File: config.mk
export PLATFORM = sky130hd
export DESIGN_NAME = hazard_ctrl_flat
export DESIGN_NICKNAME = d
export VERILOG_FILES = /design/src/rtl/hazard_ctrl_if.sv /design/src/rtl/hazard_ctrl.sv /design/src/flat_wrapper.sv
export SDC_FILE = /design/constraint.sdc
export NUM_CORES = 1
export LEC_CHECK = 0
export CAP_MARGIN = 5
export CORE_ASPECT_RATIO = 2
export CORE_MARGIN = 3
export CORE_UTILIZATION = 35
export CTS_CLUSTER_DIAMETER = 120
export CTS_CLUSTER_SIZE = 8
export DETAILED_ROUTE_END_ITERATION = 6
export GPL_TIMING_DRIVEN = 0
export PLACE_DENSITY = 0.55
export SLEW_MARGIN = 15
export SYNTH_ARGS = -nofsm -noshare
export SYNTH_HDL_FRONTEND = slang
export SYNTH_SLANG_ARGS = --single-unit
File: constraint.sdc
create_clock -name clk -period 3.2 [get_ports clk]
set_input_delay 0.48 -clock clk [delete_from_list [all_inputs] [get_ports clk]]
set_output_delay 0.48 -clock clk [all_outputs]
set_load 0.02 [all_outputs]
File: src/rtl/hazard_ctrl_if.sv
// ID-stage instruction info and pipeline-control outputs shared by the hazard unit.
// The slave modport is the hazard unit; the master modport is whoever drives ID.
interface hazard_ctrl_if #(
  parameter int RW   = 5,
  parameter int NSRC = 3
);
  logic                 start;
  logic                 id_valid;
  logic [NSRC*RW-1:0]   id_src;
  logic [NSRC-1:0]      id_src_used;
  logic [RW-1:0]        id_dst;
  logic                 id_wr;
  logic                 id_ld;
  logic                 id_hlt;
  logic                 ma_request;
  logic                 ma_answer;
  logic                 run_en;
  logic                 stall_id;
  logic                 nop_id;
  logic [NSRC*3-1:0]    fwd_sel;
  logic                 halted;
  logic                 ma_err;

  modport master (
    output start, id_valid, id_src, id_src_used, id_dst, id_wr, id_ld, id_hlt,
           ma_request, ma_answer,
    input  run_en, stall_id, nop_id, fwd_sel, halted, ma_err
  );

  modport slave (
    input  start, id_valid, id_src, id_src_used, id_dst, id_wr, id_ld, id_hlt,
           ma_request, ma_answer,
    output run_en, stall_id, nop_id, fwd_sel, halted, ma_err
  );
endinterface

File: src/rtl/hazard_ctrl.sv
// Hazard/pipeline-control unit: shadow scoreboard of in-flight writes, forwarding
// selects, load-use stall, PC-write flush sequencing, halt latch and memory-timeout watch.
module hazard_ctrl #(
  parameter int NREG       = 32,
  parameter int RW         = 5,
  parameter int NSRC       = 3,
  parameter int FWD_DEPTH  = 3,
  parameter int LD_LAT     = 1,
  parameter int FLUSH_CYC  = 3,
  parameter int MA_TIMEOUT = 255
) (
  input  logic          clk,
  input  logic          rst,
  hazard_ctrl_if.slave  bus
);

  generate
    if (FWD_DEPTH < 1 || FWD_DEPTH > 7 || LD_LAT >= FWD_DEPTH || NREG > (1 << RW) ||
        MA_TIMEOUT < 1 || MA_TIMEOUT > 65535) begin : g_bad_params
      $error("hazard_ctrl: parameter out of range");
    end
  endgenerate

  typedef enum logic [1:0] {S_IDLE, S_RUN, S_FLUSH, S_HALT} state_t;

  localparam logic [15:0] MA_TO   = 16'(MA_TIMEOUT);
  localparam logic [15:0] FL_INIT = 16'(FLUSH_CYC);

  state_t                         r_state;
  logic [15:0]                    r_fcnt;
  logic [15:0]                    r_ma_cnt;
  logic                           r_ma_err;
  logic [FWD_DEPTH-1:0]           r_v;
  logic [FWD_DEPTH-1:0]           r_wr;
  logic [FWD_DEPTH-1:0]           r_ld;
  logic [FWD_DEPTH-1:0][RW-1:0]   r_dst;

  logic                           w_run_en;
  logic                           w_stall;
  logic                           w_nop;
  logic                           w_adv;
  logic                           w_issue;
  logic [NSRC*3-1:0]              w_fwd;
  logic [2:0]                     w_sel;
  logic                           w_sel_stall;
  logic [RW-1:0]                  w_src;
  logic                           w_hit;

  assign w_run_en = (bus.ma_request == bus.ma_answer);
  assign w_nop    = bus.start | (r_state != S_RUN);
  assign w_adv    = w_run_en & ~w_stall & ~w_nop;
  assign w_issue  = w_adv & bus.id_valid;

  // Per-operand forwarding select: scan oldest to youngest so the youngest match wins.
  always_comb begin
    w_fwd       = '0;
    w_stall     = 1'b0;
    w_sel       = 3'd0;
    w_sel_stall = 1'b0;
    w_src       = '0;
    w_hit       = 1'b0;
    for (int s = 0; s < NSRC; s++) begin
      w_src       = bus.id_src[s*RW +: RW];
      w_sel       = 3'd0;
      w_sel_stall = 1'b0;
      for (int i = FWD_DEPTH - 1; i >= 0; i--) begin
        w_hit       = bus.id_src_used[s] && (w_src != '0) && r_v[i] && r_wr[i] &&
                      (r_dst[i] == w_src);
        w_sel       = w_hit ? 3'(i + 1) : w_sel;
        w_sel_stall = w_hit ? (r_ld[i] && (i < LD_LAT)) : w_sel_stall;
      end
      w_fwd[s*3 +: 3] = w_sel;
      w_stall         = w_stall | w_sel_stall;
    end
  end

  assign bus.run_en   = w_run_en;
  assign bus.stall_id = w_stall;
  assign bus.nop_id   = w_nop;
  assign bus.fwd_sel  = w_fwd;
  assign bus.halted   = (r_state == S_HALT);
  assign bus.ma_err   = r_ma_err;

  // Shadow pipeline: shifts only on run_en, entry 0 takes the issued instruction or a bubble.
  always_ff @(posedge clk or posedge rst) begin
    if (rst) begin
      r_v   <= '0;
      r_wr  <= '0;
      r_ld  <= '0;
      r_dst <= '0;
    end else if (bus.start) begin
      r_v   <= '0;
      r_wr  <= '0;
      r_ld  <= '0;
      r_dst <= '0;
    end else if (w_run_en) begin
      for (int i = FWD_DEPTH - 1; i >= 1; i--) begin
        r_v[i]   <= r_v[i-1];
        r_wr[i]  <= r_wr[i-1];
        r_ld[i]  <= r_ld[i-1];
        r_dst[i] <= r_dst[i-1];
      end
      r_v[0]   <= w_issue;
      r_wr[0]  <= bus.id_wr;
      r_ld[0]  <= bus.id_ld;
      r_dst[0] <= bus.id_dst;
    end else begin
      r_v <= r_v;
    end
  end

  // Control FSM; start overrides every state, HLT takes priority over a PC write.
  always_ff @(posedge clk or posedge rst) begin
    if (rst) begin
      r_state <= S_IDLE;
      r_fcnt  <= 16'd0;
    end else if (bus.start) begin
      r_state <= S_RUN;
      r_fcnt  <= 16'd0;
    end else begin
      case (r_state)
        S_IDLE: r_state <= S_IDLE;
        S_RUN: begin
          if (w_issue && bus.id_hlt) begin
            r_state <= S_HALT;
          end else if (w_issue && bus.id_wr && (bus.id_dst == '0) && (FLUSH_CYC != 0)) begin
            r_state <= S_FLUSH;
            r_fcnt  <= FL_INIT;
          end else begin
            r_state <= S_RUN;
          end
        end
        S_FLUSH: begin
          if (w_run_en && (r_fcnt <= 16'd1)) begin
            r_state <= S_RUN;
            r_fcnt  <= 16'd0;
          end else if (w_run_en) begin
            r_fcnt <= r_fcnt - 16'd1;
          end else begin
            r_fcnt <= r_fcnt;
          end
        end
        S_HALT:  r_state <= S_HALT;
        default: r_state <= S_IDLE;
      endcase
    end
  end

  // Memory handshake watchdog; the counter saturates at the timeout and the error is sticky.
  always_ff @(posedge clk or posedge rst) begin
    if (rst) begin
      r_ma_cnt <= 16'd0;
      r_ma_err <= 1'b0;
    end else if (w_run_en) begin
      r_ma_cnt <= 16'd0;
    end else begin
      if (r_ma_cnt != MA_TO) begin
        r_ma_cnt <= r_ma_cnt + 16'd1;
      end else begin
        r_ma_cnt <= r_ma_cnt;
      end
      if (r_ma_cnt == (MA_TO - 16'd1)) begin
        r_ma_err <= 1'b1;
      end else begin
        r_ma_err <= r_ma_err;
      end
    end
  end

endmodule

File: src/flat_wrapper.sv
// flat-port wrapper written by rule: the top's interface ports become plain ports
module hazard_ctrl_flat 
#(
  parameter int NREG       = 32,
  parameter int RW         = 5,
  parameter int NSRC       = 3,
  parameter int FWD_DEPTH  = 3,
  parameter int LD_LAT     = 1,
  parameter int FLUSH_CYC  = 3,
  parameter int MA_TIMEOUT = 255
)
  (clk, rst, bus_start, bus_id_valid, bus_id_src, bus_id_src_used, bus_id_dst, bus_id_wr, bus_id_ld, bus_id_hlt, bus_ma_request, bus_ma_answer, bus_run_en, bus_stall_id, bus_nop_id, bus_fwd_sel, bus_halted, bus_ma_err);
  hazard_ctrl_if #(.RW(RW), .NSRC(NSRC)) bus_i ();
  input  logic clk;
  input  logic rst;
  input wire logic [$bits(bus_i.start)-1:0] bus_start;
  input wire logic [$bits(bus_i.id_valid)-1:0] bus_id_valid;
  input wire logic [$bits(bus_i.id_src)-1:0] bus_id_src;
  input wire logic [$bits(bus_i.id_src_used)-1:0] bus_id_src_used;
  input wire logic [$bits(bus_i.id_dst)-1:0] bus_id_dst;
  input wire logic [$bits(bus_i.id_wr)-1:0] bus_id_wr;
  input wire logic [$bits(bus_i.id_ld)-1:0] bus_id_ld;
  input wire logic [$bits(bus_i.id_hlt)-1:0] bus_id_hlt;
  input wire logic [$bits(bus_i.ma_request)-1:0] bus_ma_request;
  input wire logic [$bits(bus_i.ma_answer)-1:0] bus_ma_answer;
  output wire logic [$bits(bus_i.run_en)-1:0] bus_run_en;
  output wire logic [$bits(bus_i.stall_id)-1:0] bus_stall_id;
  output wire logic [$bits(bus_i.nop_id)-1:0] bus_nop_id;
  output wire logic [$bits(bus_i.fwd_sel)-1:0] bus_fwd_sel;
  output wire logic [$bits(bus_i.halted)-1:0] bus_halted;
  output wire logic [$bits(bus_i.ma_err)-1:0] bus_ma_err;
  assign bus_i.start = bus_start;
  assign bus_i.id_valid = bus_id_valid;
  assign bus_i.id_src = bus_id_src;
  assign bus_i.id_src_used = bus_id_src_used;
  assign bus_i.id_dst = bus_id_dst;
  assign bus_i.id_wr = bus_id_wr;
  assign bus_i.id_ld = bus_id_ld;
  assign bus_i.id_hlt = bus_id_hlt;
  assign bus_i.ma_request = bus_ma_request;
  assign bus_i.ma_answer = bus_ma_answer;
  assign bus_run_en = bus_i.run_en;
  assign bus_stall_id = bus_i.stall_id;
  assign bus_nop_id = bus_i.nop_id;
  assign bus_fwd_sel = bus_i.fwd_sel;
  assign bus_halted = bus_i.halted;
  assign bus_ma_err = bus_i.ma_err;
  hazard_ctrl #(.NREG(NREG), .RW(RW), .NSRC(NSRC), .FWD_DEPTH(FWD_DEPTH), .LD_LAT(LD_LAT), .FLUSH_CYC(FLUSH_CYC), .MA_TIMEOUT(MA_TIMEOUT)) u_core (.clk(clk), .rst(rst), .bus(bus_i));
endmodule
==> qor.yml <==
status:
  outcome: "finished, final reports clean"
drt:
  drt_iter0_markers: 92
  wl_per_cell_microns: 15.89
  ant_nets: 0
  drc: 0
  wl_microns: 9579
  dr.pass1.iters: 4
  via_per_inst: 5.182
  via_count: 3125
clock_network:
  clkTransAtPathRegs_ns: 0.05
  root_buffer: "clkbuf_16"
  worst_skew_pair.late_latency_ns: 0.33
  h-tree-depth: 3
  numCtsBuffers: 9
  cts_max_path_buffers: 2
  cts_tree: "built"
  cts_sinks: 57
  postCtsHoldBufs: 0
timing:
  slew_headroom_pct: 29.79
  setup_violations: 0
  tightest_slew_ns: 1.027
  fin_crit_sh_pct: 93.45
  rsz0062_at_grt: "false"
  fin_ws_ns: 0.2095
  period_needed_ns: 2.991
  slew_violations: 0
  finalClockSkew_ns: 0.009553
  hold_viol_final: 0
  hold_slack_ns: 0.4783
  max_freq_ghz: 0.3344
final_layout:
  drive_gt1_share_pct: 10.19
  layoutNonFillerInstCount: 603
  finalInstanceArea_sq_um: 4517
  syn_to_final_growth_pct: 25.61
  antenna-diode-count: 0
  nets: 502
floorplan:
  core_area_sq_um: 9891
  start_util_pct: 36.36
  dieArea_sq_um: 11600
  ios: 46
  rows: 51
  chipHeight_microns: 149.3
  dieWidth_microns: 77.68
power:
  p_leak_uw: 0.001946
  power_density_nw_per_um2: 435.2
  ir_worst_vdd_uv: 311.1
  p_total_uw: 1966
worst_setup_path:
  r2r-start: "u_core.r_fcnt[9]$_DFFE_PP0P_"
  r2r_end: "u_core.r_fcnt[13]$_DFFE_PP0P_"
  cp.required_ns: 2.72
  worst-r2r-cell-count: 7
  arrival_ns: 2.51
  path_class: "primary input to output port"
  worstSetupEndpointType: "output port"
  cp_max_fo: 10
  startpoint: "bus_ma_request"
  r2r_slack_ns: 0.22
  crit_path_start_kind: "primary input"
grt:
  track_usage_pct: 17.63
  grt_max_degree: 58
  grt_pass1_vias: 3228
  grt.overflow.total: 0
  antenna_found_initial: 0
  grt_pass1_wl_microns: 16160
yosys:
  ys_async_sr_fraction_pct: 100.0
  synth_area_leaders: "dfrtp_1 40%, xnor2_1 10%, nand2_1 6.8%"
  syn_area_per_cell_sq_um: 8.749
  yosysWarnings: 0
  synth_top_area_share_pct: 39.67
  synth_ff_type: "dfrtp_1"
  syn_inst: 411
  synth-seq-cells: 57
  netlist_area_sq_um: 3596
  ys_seq_area_share_pct: 39.67
  ys_types: 48
  yosys.area.top_type: "dfrtp_1"
  synth_edf_count: 0
hold_path:
  holdPathStages: 1
  hold_end: "u_core.bus.ma_err$_DFFE_PP0P_"
  min_path_type: "flip-flop to flip-flop"
  hp-start: "u_core.bus.ma_err$_DFFE_PP0P_"
placed_design:
  gp_congestion: 0.8761
  dp_cells: 587
  place_area_sq_um: 4192
  hpwl_microns: 7333
  numPortBuffers: 42
  place_ws_ns: -0.3522
flow_run:
  maxCapViolCount: 0
## cell usage in the layout (no fill, tap or decap), drive strengths merged, types with 7 or more instances in the layout
master / n
a21oi: 26
and2: 7
buf: 12
clkbuf: 26
clkdlybuf4s50: 35
dfrtp: 57
inv: 11
nand2: 65
nand3: 12
nand4: 12
nor2: 30
nor4: 8
o21ai: 11
o31ai: 20
or4: 11
xnor2: 42
xor2: 19
## logic make-up after synthesis
family          share of synthesized area (%)
other cells                            0.1043
xor+xnor                                14.86
fa+ha+maj                               1.392
compound gates                          14.93
flops                                   39.67
simple gates                            24.25
buf+inv                                 4.801
## synth_stat cells, types with 2 or more instances
cell       n
clkbuf_1  15
dfrtp_1   57
inv_1     11
a21oi_1   26
xnor2_1   42
o31ai_1    8
nand3_1   12
nand2b_1   4
a211oi_1   3
o31ai_2   12
ha_1       4
nor3b_1    2
or4_1     11
o311a_1    2
or3_1      3
a31oi_1    2
nand4_1   12
nor3_1     6
o211ai_1   2
xor2_1    19
nor2_1    30
buf_1      4
and2_1     7
o21ai_0    7
buf_4      3
buf_2      2
nor4_1     8
nand2_1   65
o21ai_1    4
and3_1     6
nor2b_1    4
buf_6      2
## how the worst max path moves through the flow
stage          cells past startpoint                            to  slack, ns
3_3_place_gp                       7                  bus_stall_id      -0.33
2_1_floorplan                      8  u_core.r_fcnt[2]$_DFFE_PP0P_       0.58
5_1_grt                            7  u_core.r_fcnt[6]$_DFFE_PP0P_       0.02
6_report                           5                    bus_run_en       0.21
3_5_place_dp                       7                  bus_stall_id      -0.35
4_1_cts                            7                bus_fwd_sel[0]      0.003
## layout make-up
cell class,count,area [sq um]
timing repair buffer,43,426.7
fill,986,5374
clock buffer,10,229.0
multi-input combinational,318,2027
tap,132,165.2
inverter,11,47.55
buffer,26,127.6
sequential,57,1426
clock inverter,6,67.56
## metal layers
metal | track usage, % | wire length, microns | vias up
li1 | - | - | 1536
met1 | 19.81 | 3757 | 1509
met2 | 32.13 | 5369 | 65
met3 | 3.204 | 253 | 15
met4 | 7.219 | 199 | 0
met5 | 0 | 0 | -
## sequential cells by signal (all words and copies together), names as in the netlist
name               cells
u_core.bus.ma_err      1
u_core.r_dst          15
u_core.r_wr            3
u_core.r_state         2
u_core.r_v             3
u_core.r_ma_cnt       16
u_core.r_fcnt         16
u_core.r_ld            1
## what timing repair did
action	CTS	global route
resized for setup	11	7
buffers inserted	1	0
cloned	0	0
setup endpoints to repair	8	4
## stage by stage
stage	TNS, ns	utilization (%)
3_5_place_dp	-1.887	42.38
6_report	0	45.67
3_3_place_gp	-1.811	42.35
5_1_grt	0	45.67
2_1_floorplan	0	-
4_1_cts	0	45.55
## report_power, final
group,internal (uW),switching (uW),total (uW)
combinational,107,144,251
sequential,741,17.6,759
clock,604,352,956
## worst max-delay path: stages
cell and delay (ns):
clkdlybuf4s50_1 0.50, xor2_2 0.42, clkinvlp_4 0.23, buf_1 0.27, clkdlybuf4s50_1 0.61
(Power assumes the default switching activity.)
